$ cat src/rtl/regfile_wr_arbiter_pkg.sv
// regfile_pkg: shared widths, types and arbitration encodings for the register-file write arbiter
package regfile_pkg;
  localparam int NREG_LOG2 = 5;
  localparam int DW = 32;
  typedef logic [NREG_LOG2-1:0] reg_idx_t;
  typedef logic [DW-1:0] word_t;
  localparam int REG_ZERO = 0;
  localparam int ARB_RR = 0;
  localparam int ARB_FIXED_M = 1;
endpackage

$ cat src/rtl/regfile_wr_arbiter_if.sv
// regfile_wr_arbiter_if: requester handshakes plus register-file write/read ports
// Read-forwarding signals exist only when REGFILE_WR_ARB_FWD_EN is defined.
interface regfile_wr_arbiter_if #(
  parameter int NREG_LOG2 = regfile_pkg::NREG_LOG2,
  parameter int DW = regfile_pkg::DW
);
  logic a_valid, a_ready, m_valid, m_ready, regWr;
  logic [NREG_LOG2-1:0] a_rw, m_rw, rw;
  logic [DW-1:0] a_data, m_data, busW;
`ifdef REGFILE_WR_ARB_FWD_EN
  logic [NREG_LOG2-1:0] ra, rb;
  logic [DW-1:0] rf_busA, rf_busB, busA, busB;
  modport master (
    output a_valid, a_rw, a_data, m_valid, m_rw, m_data, ra, rb, rf_busA, rf_busB,
    input a_ready, m_ready, rw, busW, regWr, busA, busB
  );
  modport slave (
    input a_valid, a_rw, a_data, m_valid, m_rw, m_data, ra, rb, rf_busA, rf_busB,
    output a_ready, m_ready, rw, busW, regWr, busA, busB
  );
`else
  modport master (
    output a_valid, a_rw, a_data, m_valid, m_rw, m_data,
    input a_ready, m_ready, rw, busW, regWr
  );
  modport slave (
    input a_valid, a_rw, a_data, m_valid, m_rw, m_data,
    output a_ready, m_ready, rw, busW, regWr
  );
`endif
endinterface

$ cat src/rtl/regfile_wr_arbiter_fwd_mux.sv
// regfile_fwd_mux: one read-after-write forwarding comparator and mux
// Only built when REGFILE_WR_ARB_FWD_EN is defined.
`ifdef REGFILE_WR_ARB_FWD_EN
module regfile_fwd_mux #(
  parameter int NREG_LOG2 = regfile_pkg::NREG_LOG2,
  parameter int DW = regfile_pkg::DW
) (
  input  logic                 regWr,
  input  logic [NREG_LOG2-1:0] rw,
  input  logic [NREG_LOG2-1:0] ra,
  input  logic [DW-1:0]        busW,
  input  logic [DW-1:0]        rfBus,
  output logic [DW-1:0]        fwdBus
);
  import regfile_pkg::*;
  always_comb fwdBus = (regWr && rw == ra && ra != NREG_LOG2'(REG_ZERO)) ? busW : rfBus;
endmodule
`endif

$ cat src/rtl/regfile_wr_arbiter.sv
// regfile_wr_arbiter: arbitrates ALU and load writebacks onto the single register-file write port
// Define REGFILE_WR_ARB_FWD_EN to add read-after-write forwarding on busA/busB.
module regfile_wr_arbiter #(
  parameter int ARB_MODE = regfile_pkg::ARB_RR,
  parameter int NREG_LOG2 = regfile_pkg::NREG_LOG2,
  parameter int DW = regfile_pkg::DW
) (
  input logic clk,
  input logic rst_n,
  regfile_wr_arbiter_if.slave bus
);
  import regfile_pkg::*;
  logic pri, grantA, grantM, accept, regWrQ;
  logic [NREG_LOG2-1:0] selRw, rwQ;
  logic [DW-1:0] selData, busWQ;
  always_comb begin
    grantM = bus.m_valid && (ARB_MODE == ARB_FIXED_M || !bus.a_valid || pri);
    grantA = bus.a_valid && !grantM;
    accept = rst_n && (grantA || grantM);
    selRw = grantM ? bus.m_rw : bus.a_rw;
    selData = grantM ? bus.m_data : bus.a_data;
  end
  assign bus.a_ready = rst_n && grantA;
  assign bus.m_ready = rst_n && grantM;
  // pri points at the loser of the last grant; it stays 0 in fixed-priority mode
  always_ff @(posedge clk) begin
    if (!rst_n) begin
      pri <= 1'b0;
      regWrQ <= 1'b0;
      rwQ <= '0;
      busWQ <= '0;
    end else begin
      if (accept) begin
        pri <= grantA && ARB_MODE == ARB_RR;
        rwQ <= selRw;
        busWQ <= selData;
      end
      regWrQ <= accept && selRw != NREG_LOG2'(REG_ZERO);
    end
  end
  assign bus.rw = rwQ;
  assign bus.busW = busWQ;
  assign bus.regWr = regWrQ;
`ifdef REGFILE_WR_ARB_FWD_EN
  regfile_fwd_mux #(.NREG_LOG2(NREG_LOG2), .DW(DW)) fwdA (
    .regWr(regWrQ), .rw(rwQ), .ra(bus.ra), .busW(busWQ), .rfBus(bus.rf_busA), .fwdBus(bus.busA)
  );
  regfile_fwd_mux #(.NREG_LOG2(NREG_LOG2), .DW(DW)) fwdB (
    .regWr(regWrQ), .rw(rwQ), .ra(bus.rb), .busW(busWQ), .rfBus(bus.rf_busB), .fwdBus(bus.busB)
  );
`endif
endmodule

$ cat src/flat_wrapper.sv
// flat-port wrapper written by rule: the top's interface ports become plain ports
module regfile_wr_arbiter_flat import regfile_pkg::*;
#(
  parameter int ARB_MODE = regfile_pkg::ARB_RR,
  parameter int NREG_LOG2 = regfile_pkg::NREG_LOG2,
  parameter int DW = regfile_pkg::DW
)
  (clk, rst_n, bus_a_valid, bus_a_rw, bus_a_data, bus_m_valid, bus_m_rw, bus_m_data, bus_a_ready, bus_m_ready, bus_rw, bus_busW, bus_regWr);
  regfile_wr_arbiter_if #(.NREG_LOG2(NREG_LOG2), .DW(DW)) bus_i ();
  input logic clk;
  input logic rst_n;
  input wire logic [$bits(bus_i.a_valid)-1:0] bus_a_valid;
  input wire logic [$bits(bus_i.a_rw)-1:0] bus_a_rw;
  input wire logic [$bits(bus_i.a_data)-1:0] bus_a_data;
  input wire logic [$bits(bus_i.m_valid)-1:0] bus_m_valid;
  input wire logic [$bits(bus_i.m_rw)-1:0] bus_m_rw;
  input wire logic [$bits(bus_i.m_data)-1:0] bus_m_data;
  output wire logic [$bits(bus_i.a_ready)-1:0] bus_a_ready;
  output wire logic [$bits(bus_i.m_ready)-1:0] bus_m_ready;
  output wire logic [$bits(bus_i.rw)-1:0] bus_rw;
  output wire logic [$bits(bus_i.busW)-1:0] bus_busW;
  output wire logic [$bits(bus_i.regWr)-1:0] bus_regWr;
  assign bus_i.a_valid = bus_a_valid;
  assign bus_i.a_rw = bus_a_rw;
  assign bus_i.a_data = bus_a_data;
  assign bus_i.m_valid = bus_m_valid;
  assign bus_i.m_rw = bus_m_rw;
  assign bus_i.m_data = bus_m_data;
  assign bus_a_ready = bus_i.a_ready;
  assign bus_m_ready = bus_i.m_ready;
  assign bus_rw = bus_i.rw;
  assign bus_busW = bus_i.busW;
  assign bus_regWr = bus_i.regWr;
  regfile_wr_arbiter #(.ARB_MODE(ARB_MODE), .NREG_LOG2(NREG_LOG2), .DW(DW)) u_core (.clk(clk), .rst_n(rst_n), .bus(bus_i));
endmodule
$ cat config.mk
export PLATFORM = sky130hd
export DESIGN_NAME = regfile_wr_arbiter_flat
export DESIGN_NICKNAME = d
export VERILOG_FILES = /design/src/rtl/regfile_wr_arbiter_pkg.sv /design/src/rtl/regfile_wr_arbiter_if.sv /design/src/rtl/regfile_wr_arbiter_fwd_mux.sv /design/src/rtl/regfile_wr_arbiter.sv /design/src/flat_wrapper.sv
export SDC_FILE = /design/constraint.sdc
export NUM_CORES = 1
export LEC_CHECK = 0
export ABC_CLOCK_PERIOD_IN_PS = 1600
export CELL_PAD_IN_SITES_DETAIL_PLACEMENT = 0
export CELL_PAD_IN_SITES_GLOBAL_PLACEMENT = 1
export CORE_UTILIZATION = 23
export DETAILED_ROUTE_END_ITERATION = 8
export PLACE_DENSITY_LB_ADDON = 0.1
export SLEW_MARGIN = 40
export SYNTH_ARGS = -nofsm -noshare
export SYNTH_HDL_FRONTEND = slang
export SYNTH_SLANG_ARGS = --single-unit
$ cat constraint.sdc
create_clock -name clk -period 1.6 [get_ports clk]
set_input_delay 0.16 -clock clk [delete_from_list [all_inputs] [get_ports clk]]
set_output_delay 0.16 -clock clk [all_outputs]
set_load 0.005 [all_outputs]
== After elaboration in Yosys (flattened, before gate mapping) ==
Index checks and enable logic that the tools add are counted.

* Add/sub/neg operators: 0
* Multiply operators: 0
* Div/mod/pow operators: 0
* Order comparisons: 0
* Equal/unequal tests: 0
* Shift-type cells: 0
* Multiplexer cells: 2
* Bitwise operators: 0
* Reductions and logical operators: 11

{| class="wikitable"
|+ Operators by type and width
! operator !! count
|-
| $mux W32 || 1
|-
| $logic_and A1 B1 Y1 || 6
|-
| $mux W5 || 1
|-
| $reduce_bool A5 Y1 || 1
|-
| $logic_not A1 Y1 || 2
|-
| $logic_or A1 B1 Y1 || 2
|}

* Bits in registers: 39
* Latch bits: 0
* RAM bits: 0
* ROM bits: 0
* Bits of input ports: 78
* Output and inout port bits: 40
* Logic and storage cells: 17
* Memories: 0

== Longest topological paths before layout ==
* Depth after elaboration: 8
* Mapped depth: 6
* Depth with buffers taken out: 4

== Least setup slack after synthesis ==
Ideal clock, no wire load.

* Path kind: reg2reg
* From: reg u_core.pri
* To: reg u_core.busWQ[10] (netlist: u_core.bus.busW[10])
* Setup time: 0.127 ns
* Arrival time: 1.059 ns
* Required time: 1.473 ns
* Setup slack: 0.414 ns
* Stages on the path, launching flop included: 6
* Path buffers: 2
* Period minus slack after synthesis: 1.186 ns
* Cells stage by stage: dfxtp_1 o21ai_2 buf_6 buf_6 mux2i_1 o21ai_1

* Cells in the longest elaborated chain, start to end: 6
* Elaborated cells between the ends (all ways): 7
* Those cells by class: mux (1); reduce/logical (6)

{| class="wikitable"
|+ RTL lines
! item !! line !! source
|-
| start, declared || regfile_wr_arbiter.sv:13 || <nowiki>logic pri, grantA, grantM, accept, regWrQ;</nowiki>
|-
| start signal, assigned || regfile_wr_arbiter.sv:28 || <nowiki>pri <= 1'b0;</nowiki>
|-
| start signal, assigned || regfile_wr_arbiter.sv:34 || <nowiki>pri <= grantA && ARB_MODE == ARB_RR;</nowiki>
|-
| $logic_or A1 B1 Y1 * || regfile_wr_arbiter.sv:17 || <nowiki>grantM = bus.m_valid && (ARB_MODE == ARB_FIXED_M || !bus.a_valid || pri);</nowiki>
|-
| $logic_and A1 B1 Y1 * || regfile_wr_arbiter.sv:17 ||
|-
| $logic_not A1 Y1 || regfile_wr_arbiter.sv:18 || <nowiki>grantA = bus.a_valid && !grantM;</nowiki>
|-
| $logic_and A1 B1 Y1 || regfile_wr_arbiter.sv:18 ||
|-
| $logic_or A1 B1 Y1 || regfile_wr_arbiter.sv:19 || <nowiki>accept = rst_n && (grantA || grantM);</nowiki>
|-
| $logic_and A1 B1 Y1 || regfile_wr_arbiter.sv:19 ||
|-
| end signal, assigned || regfile_wr_arbiter.sv:36 || <nowiki>busWQ <= selData;</nowiki>
|-
| end, declared || regfile_wr_arbiter.sv:15 || <nowiki>logic [DW-1:0] selData, busWQ;</nowiki>
|}

Mark *: on every way between the ends. The rest lies on a longest branch, timed or not.
A chain may end at the register's enable or synchronous reset.

== Final worst setup path ==
* From: in bus_a_valid
* To: out bus_m_ready

* Cells in the longest elaborated chain, start to end: 4

{| class="wikitable"
|+ RTL lines
! item !! line !! source
|-
| start, declared || flat_wrapper.sv:12 || <nowiki>input wire logic [$bits(bus_i.a_valid)-1:0] bus_a_valid;</nowiki>
|-
| $logic_not A1 Y1 || regfile_wr_arbiter.sv:17 ||
|-
| $logic_or A1 B1 Y1 || regfile_wr_arbiter.sv:17 ||
|-
| $logic_and A1 B1 Y1 || regfile_wr_arbiter.sv:17 ||
|-
| $logic_and A1 B1 Y1 || regfile_wr_arbiter.sv:24 || <nowiki>assign bus.m_ready = rst_n && grantM;</nowiki>
|-
| end, declared || flat_wrapper.sv:19 || <nowiki>output wire logic [$bits(bus_i.m_ready)-1:0] bus_m_ready;</nowiki>
|}

Every way passes these cells.

==> metrics.csv <==
stage,metric,value,unit
global_routing,GRT Overall Usage,13.7,%
sta,FMAX,694,MHz
place,hpwl dp,3.80,mm
outcome,status,"finished, final reports clean",
drt,DR vias,1674,
finish,Antenna Cells,0,
clocking,clock buffer count from CTS,5,
drt,"antenna viol nets, final",0,
sta,post-route setup TNS,0,ps
pwr,Sw Pwr,0.586,mW
synth,synthesized flop and latch total,39,
clocking,clock latency on the worst-skew pair,290,ps
die,starting density of the core,24.0,%
global_routing,GRT Max-Usage Layer,met2,
finish,FILL cells,696,
sta,fin crit period,1440,ps
finish,"commonest non-fill, non-tap cell in the layout",clkdlybuf4s50_1,
finish,area grow syn2layout,91.7,%
run,maxcap violations,0,
place,Setup WS pre-CTS,-77.5,ps
global_routing,vias in the first global route,1685,
sta,fin crit share,90.1,%
setup_path,WP data required,1440,ps
die,Top Ports,118,
pwr,internal power,2.07,mW
synth,Post-Syn Instances,177,
place,Placer Congestion,0.702,
clocking,root buf cell,clkbuf_8,
sta,final hold violation count,0,
pwr,PD cells,846,mW/mm^2
sta,max-slew violation count,0,
synth,yosys warns,0,
setup_path,crit end category,output port,
finish,final non-filler cell total,401,
synth,share of Yosys cell area claimed by the top area cell type,47.6,%
drt,iteration count of the initial detailed-routing pass,2,
global_routing,largest net degree at the start of global routing,23,
finish,"commonest cells after routing, fill and taps aside","clkdlybuf4s50_1, nand2_1, dfxtp_1",
pwr,Comb pwr share,22.2,%
drt,routed len/inst,12.4,um
synth,sequential share of the synthesized area,47.6,%
clocking,Clock Sinks,39,
setup_path,WP data arrival,1280,ps
global_routing,grt met2 use,21.4,%
drt,Iter 0 DRT Violations,18,
clocking,CTS tree,yes,
synth,Post-Syn Area,0.00164,mm^2
place,IO Port Bufs,117,
pwr,power share of the clock group,36.9,%
clocking,clk buf depth,2,
setup_path,Crit Path Class,in -> out,
finish,layout cell share with drive strength beyond 1,9.18,%
synth,Mean Syn Cell Area,9.26,um^2
drt,Routed WL,4.96,mm
worst_hold_path,Worst Hold Class,reg -> reg,
synth,post-synth net total,255,
die,chip height,86.4,um
setup_path,Critical Path Start Type,input pin,
clocking,postcts setup bufs,0,
sta,Worst-Margin Slew,330,ps
sta,unrepaired setup endpoints after global routing,no,
global_routing,first-pass GRT wire length,8.00,mm
sta,Setup Skew,7.90,ps
synth,Synth cell types,21,
pwr,VDD IR max,0.434,mV
clocking,CTS clock-pin slew for the worst setup and hold paths,70,ps
sta,final setup vio count,0,
synth,synth top area cells,"dfxtp_1, mux2i_1, o21ai_0",
setup_path,crit-path max FO,3,
die,die area,0.00747,mm^2
place,Placed Cells,393,
die,Core Rows,30,
global_routing,initial antenna violation count,0,
sta,worst hold slack,447,ps
global_routing,M1 GR Usage,16.9,%
die,Core Area,0.00683,mm^2
pwr,Leak,1.32,nW
sta,relative slew slack,78.0,%
finish,post-layout net count,382,
pwr,Sw Share,22.1,%
sta,Final WS setup,159,ps
die,Die X,86.4,um
drt,DRC Markers,0,
synth,top cell type by total area after synthesis,dfxtp_1,
global_routing,grt ovf,0,
pwr,Seq pwr share,41.0,%
finish,post-layout util,46.0,%
clocking,H-tree lvl count,2,
drt,Via density,4.17,
global_routing,M3 GR Usage,6.29,%
## Yosys cell counts, drive strengths merged
master,n
nand3,1
buf,7
o21ai,40
a21o,1
nor2,2
mux2,1
o211ai,1
and3,1
nor3,1
mux2i,36
nand2,39
inv,2
dfxtp,39
nor4,2
clkbuf,4
## worst max-delay path, stage by stage
cell and delay (ps):
clkdlybuf4s50_1 490, inv_2 60, o21ai_4 130, buf_4 150, nor2_1 40, dlygate4sd2_1 250
## per-layer routing
metal,part of all wire [%],vias up
li1,-,867
met1,45,732
met2,44,69
met3,10,6
met4,1.1,0
met5,0,-
## registers in the layout (all words and copies together), names as in the netlist
signal            count
u_core.bus.busW      32
u_core.bus.rw         5
u_core.pri            1
u_core.bus.regWr      1
## cells by family after synthesis
kind of cell | Yosys count | synth area share [%]
AND/OR/NAND/NOR | 46 | 11.5
flip-flops | 39 | 47.6
AO/OA/AOI/OAI | 42 | 13.6
multiplexers | 37 | 22.7
buffers and inverters | 13 | 4.66
## power by group through the flow
stage / Combinational [mW] / Clock, mW / Sequential [mW]
after floorplan: 0.173 / 0 / 1.12
after global placement: 0.603 / 0 / 1.11
after detailed placement: 0.603 / 0 / 1.11
after CTS: 0.602 / 1.03 / 1.09
after global routing: 0.639 / 1.07 / 1.10
final: 0.589 / 0.980 / 1.09
## stage by stage
stage	instance area, um^2	power, mW
5_1_grt	3140	2.81
3_3_place_gp	3010	1.71
3_5_place_dp	3010	1.71
6_report	3140	2.66
2_1_floorplan	1640	1.29
4_1_cts	3140	2.72
## path summary, 6_finish.rpt
| path | start | to | slack [ps] | depth (start not counted) |
|---|---|---|---|---|
| setup / recovery | bus_a_valid | bus_m_ready | 160 | 6 |
| hold / removal | u_core.bus.busW[10] | u_core.bus.busW[10] | 450 | 2 |
| setup reg to reg | u_core.pri | u_core.bus.rw[4] | 290 | 6 |
| hold reg to reg | u_core.bus.busW[10] | u_core.bus.busW[10] | 450 | 2 |
## what timing repair did
action,4_1_cts,5_1_grt
hold buffers,0,0
endpoints found under the setup margin,2,0
gates resized for setup,5,0
## layout make-up
type	count	area (um^2)	area share, %
clock buffers	5	68.8	2.19
clock inverters	3	67.6	2.15
inverters	2	7.51	0.239
multi-input cells	125	796	25.3
flip-flops and latches	39	785	25.0
well taps	96	120	3.82
repair buffers	131	1300	41.3
(Power assumes the default switching activity.)
